**src/rtl/seq_rom_bcd_display.sv**
```systemverilog
// seq_rom_bcd_display: looks up a switch-selected word in an external synchronous ROM,
// converts it to decimal with double-dabble and drives active-low 7-segment digits.
module seq_rom_bcd_display #(
   parameter int ADDR_W = 10,
   parameter int DATA_W = 10,
   parameter int DIGITS = 5
) (
   input  logic                CLOCK_50,
   input  logic                RST_N,
   input  logic [ADDR_W-1:0]   SW,
   input  logic                HOLD,
   input  logic                BLANK_EN,
   output logic [ADDR_W-1:0]   ROM_ADDR,
   input  logic [DATA_W-1:0]   ROM_DATA,
   output logic [7*DIGITS-1:0] HEX,
   output logic                BUSY,
   output logic                DONE
);
   localparam int CW = $clog2(DATA_W + 1);
   localparam logic [2:0] IDLE = 3'd0, FETCH = 3'd1, CAPTURE = 3'd2, CONVERT = 3'd3, UPDATE = 3'd4;

   function automatic logic [63:0] f_pow10(input int n);
      logic [63:0] p;
      p = 64'd1;
      for (int i = 0; i < n; i++) p = p * 64'd10;
      return p;
   endfunction

   generate
      if (f_pow10(DIGITS) < (64'd1 << DATA_W)) begin : g_bad_digits
         $error("DIGITS too small to hold every DATA_W value in decimal");
      end
   endgenerate

   function automatic logic [6:0] f_seg(input logic [3:0] d);
      case (d)
         4'd0: return 7'b1000000;
         4'd1: return 7'b1111001;
         4'd2: return 7'b0100100;
         4'd3: return 7'b0110000;
         4'd4: return 7'b0011001;
         4'd5: return 7'b0010010;
         4'd6: return 7'b0000010;
         4'd7: return 7'b1111000;
         4'd8: return 7'b0000000;
         4'd9: return 7'b0010000;
         default: return 7'b1111111;
      endcase
   endfunction

   logic [2:0]          r_state;
   logic [ADDR_W-1:0]   r_sw_m, r_sw_s, r_last, r_rom_addr;
   logic                r_first, r_busy, r_done;
   logic [DATA_W-1:0]   r_bin;
   logic [4*DIGITS-1:0] r_bcd, w_adj;
   logic [CW-1:0]       r_cnt;
   logic [7*DIGITS-1:0] r_hex, w_hex;

   assign ROM_ADDR = r_rom_addr;
   assign HEX      = r_hex;
   assign BUSY     = r_busy;
   assign DONE     = r_done;

   always_comb begin
      w_adj = '0;
      for (int k = 0; k < DIGITS; k++)
         w_adj[4*k +: 4] = (r_bcd[4*k +: 4] >= 4'd5) ? r_bcd[4*k +: 4] + 4'd3 : r_bcd[4*k +: 4];
   end

   // Walk from the top digit down; a digit is a leading zero while every digit above it is zero.
   always_comb begin
      logic w_lead;
      w_lead = 1'b1;
      w_hex  = '1;
      for (int k = DIGITS - 1; k >= 0; k--) begin
         w_lead = w_lead && (r_bcd[4*k +: 4] == 4'd0) && (k != 0);
         w_hex[7*k +: 7] = (BLANK_EN && w_lead) ? 7'h7f : f_seg(r_bcd[4*k +: 4]);
      end
   end

   always_ff @(posedge CLOCK_50 or negedge RST_N) begin
      if (!RST_N) begin
         r_state    <= IDLE;
         r_sw_m     <= '0;
         r_sw_s     <= '0;
         r_last     <= '0;
         r_rom_addr <= '0;
         r_first    <= 1'b1;
         r_busy     <= 1'b0;
         r_done     <= 1'b0;
         r_bin      <= '0;
         r_bcd      <= '0;
         r_cnt      <= '0;
         r_hex      <= '1;
      end else begin
         r_sw_m <= SW;
         r_sw_s <= r_sw_m;
         r_done <= 1'b0;
         case (r_state)
            IDLE: if (!HOLD && (r_sw_s != r_last || r_first)) begin
               r_rom_addr <= r_sw_s;
               r_last     <= r_sw_s;
               r_first    <= 1'b0;
               r_busy     <= 1'b1;
               r_state    <= FETCH;
            end
            FETCH: r_state <= CAPTURE;
            CAPTURE: begin
               r_bin   <= ROM_DATA;
               r_bcd   <= '0;
               r_cnt   <= '0;
               r_state <= CONVERT;
            end
            CONVERT: begin
               {r_bcd, r_bin} <= {w_adj, r_bin} << 1;
               r_cnt          <= r_cnt + 1'b1;
               if (r_cnt == CW'(DATA_W - 1)) r_state <= UPDATE;
            end
            UPDATE: begin
               r_hex   <= w_hex;
               r_done  <= 1'b1;
               r_busy  <= 1'b0;
               r_state <= IDLE;
            end
            default: r_state <= IDLE;
         endcase
      end
   end
endmodule

```
**config.mk**
```make
export PLATFORM = sky130hd
export DESIGN_NAME = seq_rom_bcd_display
export DESIGN_NICKNAME = d
export VERILOG_FILES = /design/src/rtl/seq_rom_bcd_display.sv
export SDC_FILE = /design/constraint.sdc
export NUM_CORES = 1
export LEC_CHECK = 0
export ABC_AREA = 1
export CORE_MARGIN = 5
export CORE_UTILIZATION = 55
export CTS_CLUSTER_DIAMETER = 30
export DETAILED_ROUTE_END_ITERATION = 8
export PLACE_DENSITY = 0.8
export SLEW_MARGIN = 20
export SYNTH_ARGS = -nofsm -noshare
export SYNTH_HDL_FRONTEND = slang
export SYNTH_SLANG_ARGS = --single-unit
```
**constraint.sdc**
```tcl
create_clock -name CLOCK_50 -period 2.1 [get_ports CLOCK_50]
set_clock_uncertainty 0.2 [all_clocks]
set_input_delay 0.63 -clock CLOCK_50 [delete_from_list [all_inputs] [get_ports CLOCK_50]]
set_output_delay 0.63 -clock CLOCK_50 [all_outputs]
set_load 0.01 [all_outputs]
```
==> results.txt, run 1 <==
The flow ran to the end, and the final reports show no timing, DRC or antenna violations. In this run the clock root is driven by a sky130_fd_sc_hd__clkbuf_8. The residual DRC count is 0. The required time of the critical path is 1.27 ns. The number of enable-type register cells in the synthesized netlist is 0. In the layout the commonest cells are 85 x sky130_fd_sc_hd__nand2_1, 69 x sky130_fd_sc_hd__dfrtp_1, 67 x sky130_fd_sc_hd__inv_1, 67 x sky130_fd_sc_hd__nor2_1, 46 x sky130_fd_sc_hd__dlygate4sd2_1. The layout cell share with drive strength beyond 1 came out at 0.142. Counting distinct cell types in the post-synthesis netlist gives 43. The slew at the pin closest to its max-slew limit came out at 0.437 ns. The minimum period implied by the final worst setup slack came out at 2.03 ns. The highest clock rate is 493 MHz. The leakage power figure came out at 2.96 nW. The first-pass GRT wire length is 19,500 µm. The die is 107 µm wide.

The post-route fraction of the period consumed by the critical path came out at 0.967. The cell with the biggest individual delay on the critical path is sky130_fd_sc_hd__dfstp_2. In this run the critical register-to-register path is captured at r_bcd[7]. In the final timing run, aggregate negative setup slack is 0 ns. The signed area change from the synthesized netlist to the final layout came out at 20.1%. In this run the critical register-to-register path is launched from r_bcd[5]. Setup violations remaining at the end of the flow were counted as 0. In the final routed layout, each cell accounts on average for 14.5 µm. Along the worst hold path, the cell count comes to 0. Together, buffers and inverters on the worst path number 1. The final max-slew violation count is 0. The worst hold path belongs to the class flop to flop.

The maximum number of pins on one net before global-route repair is 43. The chip height came out at 107 µm. The number of antenna cells inserted came out at 0.

Using the TritonRoute via totals, the vias-per-cell ratio works out to 5.34. The routed design has 11,400 µm of wire. The launch point of the worst path is HEX[20].

The number of antenna violations at the first check in global routing is 0. The category of the critical setup timing path is flop to primary output. The number of cells on the worst reg-to-reg path came out at 8. The number of nets in the layout came out at 706.

The number of levels in the clock H-tree is 3. Across all layers, the routed design uses 4,195 vias. The share of the core filled with cells in the final layout came out at 0.678. The buffer levels on the longest clock path is 2. The share of synthesized area in the top cell type comes to 0.331. The share of the Yosys chip area taken by registers is 0.513. The initial cell density of the core came out at 0.564. The count of nets left with antenna violations once routing finished came out at 0. The multi-input combinational cells in the finished layout cover a total of 0.00214 mm². Max-cap violations in this run came to 0. The worst hold slack after final layout came out at 0.154 ns. The clock-pin slew reported for the worst setup and hold paths after clock tree synthesis is 0.10 ns. The gate count after technology mapping is 569. The top-level I/O count is 71.

After legalization and detailed placement, the total HPWL measured 8290 µm. The area of the core region is 0.00924 mm². At the worst endpoint, the arrival time is 1.20 ns. The via count of the first global-routing pass came out at 4,244. The worst register-to-register path has a setup slack of 0.19 ns. The maximum fanout along the worst path is 2. The total power consumption of the routed design came out at 0.00807 W. The number of nets in the synthesized netlist is 624. The worst setup path is launched from a flop. The global-route total usage across every layer came out at 0.210. For this run, asynchronously set or reset flops after synthesis account for 1.00. The signal on the critical path passes through dlygate4sd2_1. The final number of hold-violating endpoints is 0.

The worst slack at placement is -0.0319 ns. The DRC marker count from the first detailed-route iteration came out at 162. Input and output buffers added on the ports amount to 70. On the critical path the largest part of the delay comes from flip-flops.

The die covers 0.0115 mm². The most used flip-flop cell after synthesis is sky130_fd_sc_hd__dfrtp_1. The library cell used most frequently in the layout, excluding fill and tap cells, is sky130_fd_sc_hd__nand2_1. The longest individual stage delay on the worst path came out at 0.56 ns. Counting the fill cells in the layout gives 753. The biggest area contributor in the post-synthesis netlist is sky130_fd_sc_hd__dfrtp_1.

The floorplan has 35 rows. The clock insertion delay at the later pin of the skew report came out at 0.38 ns. Setup repair after global routing left no endpoint under its margin. In this run the number of cells on the critical path is 1. Yosys attributes the largest share of cell area to sky130_fd_sc_hd__dfrtp_1 33%, sky130_fd_sc_hd__dfstp_2 18%, sky130_fd_sc_hd__ha_1 7.4%.

The worst relative slew slack is 0.709. The footprint of the flip-flops and latches is 0.00267 mm². The post-layout worst setup margin is 0.0699 ns. VDD sags by at most 0.717 mV. The per-instance average area after synthesis is 9.16 µm². The synthesized flop and latch total is 105.

STA classifies the critical path endpoint as a primary output. Yosys printed 0 warnings. Routability-driven placement finished with a final weighted congestion of 0.959. The number of detailed-route iterations in the first pass is 4. Summing every instance area after synthesis gives 0.00521 mm². The clock drives 105 sinks. The total global routing overflow came out at 0. TritonCTS built the clock tree.

The CTS buffer count came out at 9. Following the worst setup path forward leads to its endpoint at HEX[20]. The total power per unit cell area came out at 1290 mW/mm².
[cells in the mapped netlist, drive strengths merged, types with 4 or more instances]
library cell,n
a21oi,42
a31oi,11
buf,17
dfrtp,69
dfstp,36
ha,31
inv,71
nand2,92
nand3,24
nand4,13
nor2,73
o211ai,5
o21ai,42
o22ai,18
o31ai,4
xor2,4
[metrics by stage]
step           cells  cell area [µm²]
2_1_floorplan    569             5210
3_3_place_gp     765             6070
3_5_place_dp     765             6070
4_1_cts          785             6260
5_1_grt          785             6260
6_report         785             6260
[power breakdown]
part | switching, W | internal, W | total, W
Clock | 0.000691 | 0.000580 | 0.00127
Sequential | 0.000516 | 0.00292 | 0.00343
Combinational | 0.00198 | 0.00139 | 0.00337
Total | 0.00319 | 0.00489 | 0.00807
[flip-flops by register name, indices dropped and copies added, names as in the netlist]
signal,flops
r_first,1
r_sw_m,10
ROM_ADDR,10
BUSY,1
r_state,3
DONE,1
r_sw_s,10
r_bin,10
r_cnt,4
r_bcd,20
HEX,35
[timing repair]
action	4_1_cts	5_1_grt
hold endpoints to repair	16	0
setup endpoints to repair	46	13
hold buffers	1	0
resized for setup	46	2
setup buffers	3	0
[worst min path at each step]
stage | start | to | slack [ns]
global route | r_sw_m[5] | r_sw_s[5] | 0.16
floorplan | RST_N | BUSY | 0.13
CTS | r_sw_m[2] | r_sw_s[2] | 0.16
finish | r_sw_m[5] | r_sw_s[5] | 0.15
detailed placement | r_sw_m[2] | r_sw_s[2] | 0.14
global placement | r_sw_m[0] | r_sw_s[0] | 0.13
[per-layer routing]
metal / wire length (µm) / GRT usage / vias to the layer above / share of wire
met3: 627 / 0.0564 / 17 / 0.055
met4: 195 / 0.0757 / 0 / 0.017
met2: 5670 / 0.348 / 104 / 0.50
li1: - / - / 2049 / -
met1: 4880 / 0.265 / 2025 / 0.43
met5: 0 / 0 / - / 0
[cells by family (layout without fill, tap and decap cells)]
| family | after synthesis | in the layout | synth area share |
|---|---|---|---|
| AND/OR/NAND/NOR | 206 | 206 | 0.180 |
| AO/OA/AOI/OAI | 131 | 131 | 0.145 |
| flip-flops | 105 | 105 | 0.513 |
| adder cells (fa/ha/maj) | 31 | 31 | 0.0744 |
| XOR/XNOR | 7 | 7 | 0.0118 |
| buffers and inverters | 89 | 176 | 0.0768 |
[area by class of cell]
cell class                      count  share of cell area
Multi-Input combinational cell    375               0.342
Clock inverter                      4             0.00519
Inverter                           72              0.0431
Clock buffer                       12              0.0284
Sequential cell                   105               0.427
Timing Repair Buffer               88               0.129
Tap cell                          129              0.0258
Power figures use the tool's default switching activity.
==> inputs of run 2 (changes only) <==
==> constraint.sdc (replaced) <==
create_clock -name CLOCK_50 -period 2.1 [get_ports CLOCK_50]
set_clock_uncertainty 0.2 [all_clocks]
set_input_delay 0.315 -clock CLOCK_50 [delete_from_list [all_inputs] [get_ports CLOCK_50]]
set_output_delay 0.315 -clock CLOCK_50 [all_outputs]
set_load 0.01 [all_outputs]
==> run 2 against run 1 <==
Against the previous run: largest cell class unchanged; first-iteration DRC count rose by 48%; global-route usage rose by 0.41 points; sequential power barely moved; sequential cell count did not move; combinational power rose by 8.6%; design area did not move; hold slack barely moved; final cell count fell by 1.0%; fmax rose by 2.8%; critical path depth did not move.
==> results.txt, run 2 (synthesized netlist as in run 1, its figures left out) <==
The clock tree from TritonCTS was done (unchanged). The maximum fanout along the worst path came out at 2 (unchanged). The placer congestion estimate is 0.842 (was 0.959).

The root buffer selected by CTS was sky130_fd_sc_hd__clkbuf_8 (unchanged). The longest individual stage delay on the worst path is 0.56 ns (about the same). The global-route total usage across every layer is 0.214 (was 0.210). The setup TNS came out at 0 ns (unchanged).

The DRC marker count from the first detailed-route iteration is 239 (was 162). The via count of the first global-routing pass came out at 4,326 (was 4,244). The average via count per standard cell came to 5.36 (was 5.34).

The relative contribution of sequential cells to total power came out at 0.415 (was 0.425). The number of levels in the clock H-tree is 3 (unchanged). The path class of the lowest-slack min-delay path is flop to flop (unchanged).

The post-layout worst setup margin came to 0.126 ns (was 0.0699 ns). The final number of hold-violating endpoints came out at 0 (unchanged). The number of violations of the max-capacitance limit came out at 0 (unchanged). The family with the most delay on the worst path was buffers and inverters (was flip-flops). The worst slack at placement is 0.250 ns (was -0.0319 ns). The worst relative slew slack came out at 0.678 (was 0.709).

The layout cell share with drive strength beyond 1 was 0.128 (was 0.142). The average wire per cell in the routed design is 14.7 µm (was 14.5 µm). Highest-count cells in the layout ignoring fill and taps: 86 x sky130_fd_sc_hd__nand2_1, 69 x sky130_fd_sc_hd__dfrtp_1, 69 x sky130_fd_sc_hd__clkdlybuf4s50_1 (was 85 x sky130_fd_sc_hd__nand2_1, 69 x sky130_fd_sc_hd__dfrtp_1, 67 x sky130_fd_sc_hd__inv_1, 67 x sky130_fd_sc_hd__nor2_1, 46 x sky130_fd_sc_hd__dlygate4sd2_1). Chain of cells forming the critical path: clkdlybuf4s50_1 (was dlygate4sd2_1). The area of the die came out at 0.0115 mm² (unchanged). The data arrival time of the worst path is 1.46 ns (was 1.20 ns).

The cell-internal power came out at 0.00510 W (was 0.00489 W). The initial cell density of the core came out at 0.564 (unchanged). The buffer and inverter count on the worst path came out at 1 (unchanged). The area of the core region is 0.00924 mm² (unchanged). The total detailed-routing wirelength is 11,400 µm (about the same). The signed area change from the synthesized netlist to the final layout is 20.1% (unchanged). The cell with the biggest individual delay on the critical path is sky130_fd_sc_hd__clkdlybuf4s50_1 (was sky130_fd_sc_hd__dfstp_2). The total via count in the routed design is 4,163 (was 4,195). The maximum number of pins on one net before global-route repair is 59 (was 43). The CTS buffer count came to 9 (unchanged).

The share of the core filled with cells in the final layout came out at 0.678 (unchanged). The slew at the pin closest to its max-slew limit came to 0.479 ns (was 0.437 ns). The minimum period implied by the final worst setup slack came out at 1.97 ns (was 2.03 ns). The number of antenna cells inserted is 0 (unchanged). The number of detailed-route iterations in the first pass came to 4 (unchanged). The flip-flop count of the largest register after layout is 35 (unchanged). The share of total power in combinational logic came to 0.442 (was 0.417). The post-detailed-placement half-perimeter wirelength came out at 8110 µm (was 8290 µm). Setup repair after global routing missed its margin: no (unchanged). The first-pass GRT wire length is 20,200 µm (was 19,500 µm).

The clock-pin slew reported for the worst setup and hold paths after clock tree synthesis came out at 0.09 ns (was 0.10 ns). Status: completed (unchanged). The number of nets in the layout came out at 698 (was 706).

The count of endpoints failing setup in the final report was 0 (unchanged). The category of the critical setup timing path is flop to primary output (unchanged). The final max-slew violation count came out at 0 (unchanged). The horizontal extent of the die is 107 µm (unchanged). The residual antenna-violating net count after detailed routing is 0 (unchanged). The post-route fraction of the period consumed by the critical path came to 0.940 (was 0.967). The top-level I/O count is 71 (unchanged). The leakage power figure is 2.84 nW (was 2.96 nW). The chip height is 107 µm (unchanged). The number of antenna violations at the first check in global routing is 0 (unchanged). The most common cell after layout, fill and taps aside is sky130_fd_sc_hd__nand2_1 (unchanged). The startpoint type of the worst setup path is a flop (unchanged). The clock sink count was 105 (unchanged).

The part of the power in the clock network came out at 0.143 (was 0.157). The port buffer count came out at 70 (unchanged). The switching share of power is 0.384 (was 0.395).

The total global routing overflow is 0 (unchanged). The total number of placement rows came out at 35 (unchanged). The highest clock rate came out at 507 MHz (was 493 MHz).

The switching power is 0.00318 W (was 0.00319 W). The buffer levels on the longest clock path is 2 (unchanged). The clock insertion delay at the later pin of the skew report is 0.36 ns (was 0.38 ns). The residual DRC count was 0 (unchanged). The worst voltage drop across the vdd grid is 0.681 mV (was 0.717 mV). The sort of element at the end of the critical path was a primary output (unchanged). The required time of the critical path came out at 1.58 ns (was 1.27 ns). The total power per unit cell area came out at 1320 mW/mm² (was 1290 mW/mm²).
==> run 2: metal layers <==
metal / wire, µm / vias to the layer above / global-route usage / part of all wire
met3: 509 / 13 / 0.0480 / 0.045
li1: - / 2031 / - / -
met1: 5000 / 2013 / 0.273 / 0.44
met5: 0 / - / 0 / 0
met4: 142 / 0 / 0.0568 / 0.012
met2: 5780 / 106 / 0.368 / 0.51
==> run 2: cell type report <==
cell class | count | area, µm²
timing repair buffer | 80 | 826
tap | 129 | 161
inverter | 72 | 270
multi-input combinational | 375 | 2150
sequential | 105 | 2670
fill | 733 | 2980
clock inverter | 4 | 28.8
clock buffer | 12 | 156
==> run 2: final timing paths <==
path	cells after the start	startpoint	to	slack, ns
min in group asynchronous	3	RST_N	ROM_ADDR[2]	0.28
max	1	HEX[16]	HEX[16]	0.13
min reg2reg	0	r_sw_m[0]	r_sw_s[0]	0.15
min	0	r_sw_m[0]	r_sw_s[0]	0.15
max reg2reg	6	r_bcd[12]	HEX[24]	0.22
max in group asynchronous	3	RST_N	HEX[20]	1.09
==> run 2: timing repair <==
item                       CTS  global route
gates resized for setup      0             1
setup endpoints to repair    0             2
hold buffers                 1             0
buffers inserted             0             0
hold endpoints to repair    91             0
==> run 2: worst register-to-register path, stage by stage, from the launching register on <==
cell	delay (ns)
sky130_fd_sc_hd__dfrtp_1	0.47
sky130_fd_sc_hd__inv_1	0.15
sky130_fd_sc_hd__ha_1	0.25
sky130_fd_sc_hd__nand2_2	0.10
sky130_fd_sc_hd__nor2_4	0.07
sky130_fd_sc_hd__a21oi_1	0.40
sky130_fd_sc_hd__a31oi_1	0.16
==> run 2: power by group through the flow <==
| stage | clock, W | combinational (W) | sequential [W] |
|---|---|---|---|
| after floorplan | 0 | 0.00200 | 0.00357 |
| after global placement | 0 | 0.00353 | 0.00344 |
| after detailed placement | 0 | 0.00365 | 0.00347 |
| after CTS | 0.00123 | 0.00368 | 0.00344 |
| after global routing | 0.00131 | 0.00406 | 0.00354 |
| final | 0.00118 | 0.00366 | 0.00343 |
==> run 2: through the flow <==
step,cells,hold WS (ns),cell area [µm²],power [W]
6_report,777,0.154,6260,0.00827
5_1_grt,777,0.164,6260,0.00891
4_1_cts,777,0.156,6260,0.00834
3_5_place_dp,760,0.126,6060,0.00712
3_3_place_gp,760,0.127,6060,0.00697
2_1_floorplan,569,-0.181,5210,0.00557
==> inputs of run 3 (changes only) <==
- clock period: 2.1 -> 1.86 ns (I/O delays scaled with it)
==> run 3 against run 2 <==
Against the previous run: critical endpoint is now ROM_ADDR[6]; critical path type unchanged; final cell count grew 1.2%; via count grew 0.48%; total power grew 9.7%.
==> results.txt, run 3 (synthesized netlist as in run 1, its figures left out) <==
The worst flop-to-flop path endpoint was r_bcd[11] (was HEX[24]). The total power per unit cell area is 1440 mW/mm² (was 1320 mW/mm²). The clock insertion delay at the later pin of the skew report was 0.36 ns (about the same).

The number of antenna violations at the first check in global routing came out at 0 (unchanged). The final max-slew violation count came to 0 (unchanged). The data arrival time of the worst path came out at 1.32 ns (was 1.46 ns). The setup TNS came out at 0 ns (unchanged). The maximum fanout along the worst path is 3 (was 2). The worst voltage drop across the vdd grid came out at 0.844 mV (was 0.681 mV). The top-level I/O count was 71 (unchanged). The number of levels in the clock H-tree came out at 3 (unchanged). The clock-pin slew reported for the worst setup and hold paths after clock tree synthesis is 0.10 ns (was 0.09 ns).

The port buffer count came to 70 (unchanged). The startpoint type of the worst setup path is a flop (unchanged). The sort of element at the end of the critical path is a primary output (unchanged).

Highest-count cells in the layout ignoring fill and taps: 86 x sky130_fd_sc_hd__nand2_1, 66 x sky130_fd_sc_hd__nor2_1, 65 x sky130_fd_sc_hd__dfrtp_1 (was 86 x sky130_fd_sc_hd__nand2_1, 69 x sky130_fd_sc_hd__dfrtp_1, 69 x sky130_fd_sc_hd__clkdlybuf4s50_1). The slew at the pin closest to its max-slew limit came out at 0.482 ns (was 0.479 ns). The switching power came out at 0.00362 W (was 0.00318 W). The highest clock rate came out at 556 MHz. The part of the power in the clock network is 0.143 (about the same). The DRC marker count from the first detailed-route iteration is 266 (was 239). The met3 track demand over resource came to 0.0360 (was 0.0480). Chain of cells forming the critical path: clkdlybuf4s50_1 (unchanged).

The critical path depth in cells came out at 1 (unchanged). The placer congestion estimate is 0.913 (was 0.842). The residual DRC count came out at 0 (unchanged). The cell with the biggest individual delay on the critical path is sky130_fd_sc_hd__clkdlybuf4s50_1 (unchanged). The via count of the first global-routing pass came out at 4,022 (was 4,326).

The flip-flop count of the largest register after layout came out at 35 (unchanged). The path class of the lowest-slack min-delay path is input pin to async pin (was flop to flop). The maximum number of pins on one net before global-route repair came out at 37 (was 59). The leakage power figure came out at 2.90 nW (was 2.84 nW). The share of total power in combinational logic came out at 0.431 (was 0.442).

The root buffer selected by CTS was sky130_fd_sc_hd__clkbuf_8 (unchanged). The switching share of power came out at 0.399 (was 0.384). The area of the core region is 0.00924 mm² (unchanged).

The initial cell density of the core is 0.564 (unchanged). The family with the most delay on the worst path was buffers and inverters (unchanged). The number of antenna cells inserted is 0 (unchanged).

The worst setup slack for register-to-register paths is 0.08 ns (was 0.22 ns). The CTS buffer count is 9 (unchanged). The clock tree from TritonCTS is done (unchanged).

The count of endpoints failing setup in the final report is 0 (unchanged). The buffer levels on the longest clock path is 2 (unchanged). The highest-utilization routing layer at the global route stage is met2 (unchanged). The worst slack at placement is 0.0659 ns (was 0.250 ns).

The clock period could shrink to 1.80 ns. The total detailed-routing wirelength is 11,300 µm (was 11,400 µm). The total global routing overflow came to 0 (unchanged). The number of detailed-route iterations in the first pass came out at 6 (was 4). The required time of the critical path came to 1.38 ns (was 1.58 ns). The post-detailed-placement half-perimeter wirelength is 8160 µm (was 8110 µm). The first-pass GRT wire length is 19,100 µm (was 20,200 µm). The layout cell share with drive strength beyond 1 is 0.161 (was 0.128). The cell-internal power came out at 0.00546 W (was 0.00510 W). Setup repair after global routing missed its margin: no (unchanged). The signed area change from the synthesized netlist to the final layout is 20.6% (was 20.1%). The termination of the worst setup path is ROM_ADDR[6] (was HEX[16]). The final number of hold-violating endpoints came out at 0 (unchanged).

The launch point of the worst path is ROM_ADDR[6] (was HEX[16]). Status: completed (unchanged). The longest individual stage delay on the worst path came out at 0.56 ns (about the same).

The number of cells on the worst reg-to-reg path was 7 (was 6). The number of violations of the max-capacitance limit came out at 0 (unchanged). The chip height is 107 µm (unchanged). The worst relative slew slack came out at 0.677 (was 0.678). The average via count per standard cell is 5.32 (was 5.36).

The category of the critical setup timing path is flop to primary output (unchanged). The global-route met2 utilization came out at 0.338 (was 0.368). The area of the die came to 0.0115 mm² (unchanged). The horizontal extent of the die is 107 µm (unchanged). The total via count in the routed design is 4,183 (was 4,163). The average wire per cell in the routed design came out at 14.3 µm (was 14.7 µm). The reg-to-reg critical path startpoint is r_bcd[9] (was r_bcd[12]). The global-route total usage across every layer is 0.204 (was 0.214). The number of nets in the layout is 707 (was 698). The residual antenna-violating net count after detailed routing is 0 (unchanged). The total number of placement rows was 35 (unchanged). The clock sink count is 105 (unchanged). The most common cell after layout, fill and taps aside is sky130_fd_sc_hd__nand2_1 (unchanged). The post-layout worst setup margin is 0.0621 ns (was 0.126 ns). The post-route fraction of the period consumed by the critical path came out at 0.967.

The buffer and inverter count on the worst path came out at 1 (unchanged). The relative contribution of sequential cells to total power came to 0.425 (was 0.415). The met1 global-route usage is 0.275 (was 0.273).
==> run 3: cell count changes in the layout (fill, tap and decap cells not counted), sizes merged <==
cell,change
clkdlybuf4s50,-35
dlygate4sd2,+35
buf,+9
clkbuf,-3
clkinv,+3
==> run 3: cell type report <==
| cell class | instances | area [µm²] |
|---|---|---|
| fillers | 737 | 2950 |
| clock inverters | 7 | 52.6 |
| multi-input cells | 375 | 2160 |
| clock buffers | 9 | 124 |
| inverters | 72 | 275 |
| well taps | 129 | 161 |
| flip-flops and latches | 105 | 2680 |
| repair buffers | 89 | 837 |
==> run 3: timing repair <==
item | CTS | global route
hold buffers | 1 | 0
buffers inserted | 0 | 2
endpoints found under the setup margin | 35 | 25
endpoints found under the hold margin | 69 | 0
pin swaps | 0 | 1
gates resized for setup | 35 | 14
==> run 3: per-layer routing <==
layer	routed length, µm	part of all wire
met3	600	0.053
met2	5430	0.48
met1	5060	0.45
met4	172	0.015
met5	0	0
==> run 3: how the worst min path moves through the flow <==
| stage | endpoint | slack, ns |
|---|---|---|
| floorplan | BUSY | -0.22 |
| global placement | ROM_ADDR[2] | -0.05 |
| detailed placement | ROM_ADDR[2] | -0.05 |
| CTS | ROM_ADDR[2] | 0.09 |
| global route | ROM_ADDR[2] | 0.11 |
| finish | ROM_ADDR[2] | 0.11 |
==> run 3: per-stage QoR <==
step                hold WS [ns]  instance area, µm²  total power [W]  std cells  utilization
finish                     0.112                6290          0.00908        786        0.681
global route               0.113                6290          0.00979        786        0.681
CTS                       0.0937                6240          0.00906        784        0.676
detailed placement       -0.0543                6100          0.00801        767        0.660
global placement         -0.0536                6100          0.00785        767        0.660
floorplan                 -0.217                5210          0.00629        569            -
==> run 3: power by group through the flow <==
| stage | clock network (W) | registers, W | logic [W] |
|---|---|---|---|
| final | 0.00130 | 0.00386 | 0.00391 |
| after detailed placement | 0 | 0.00392 | 0.00409 |
| after global placement | 0 | 0.00388 | 0.00396 |
| after CTS | 0.00133 | 0.00387 | 0.00386 |
| after global routing | 0.00146 | 0.00398 | 0.00436 |
| after floorplan | 0 | 0.00403 | 0.00226 |
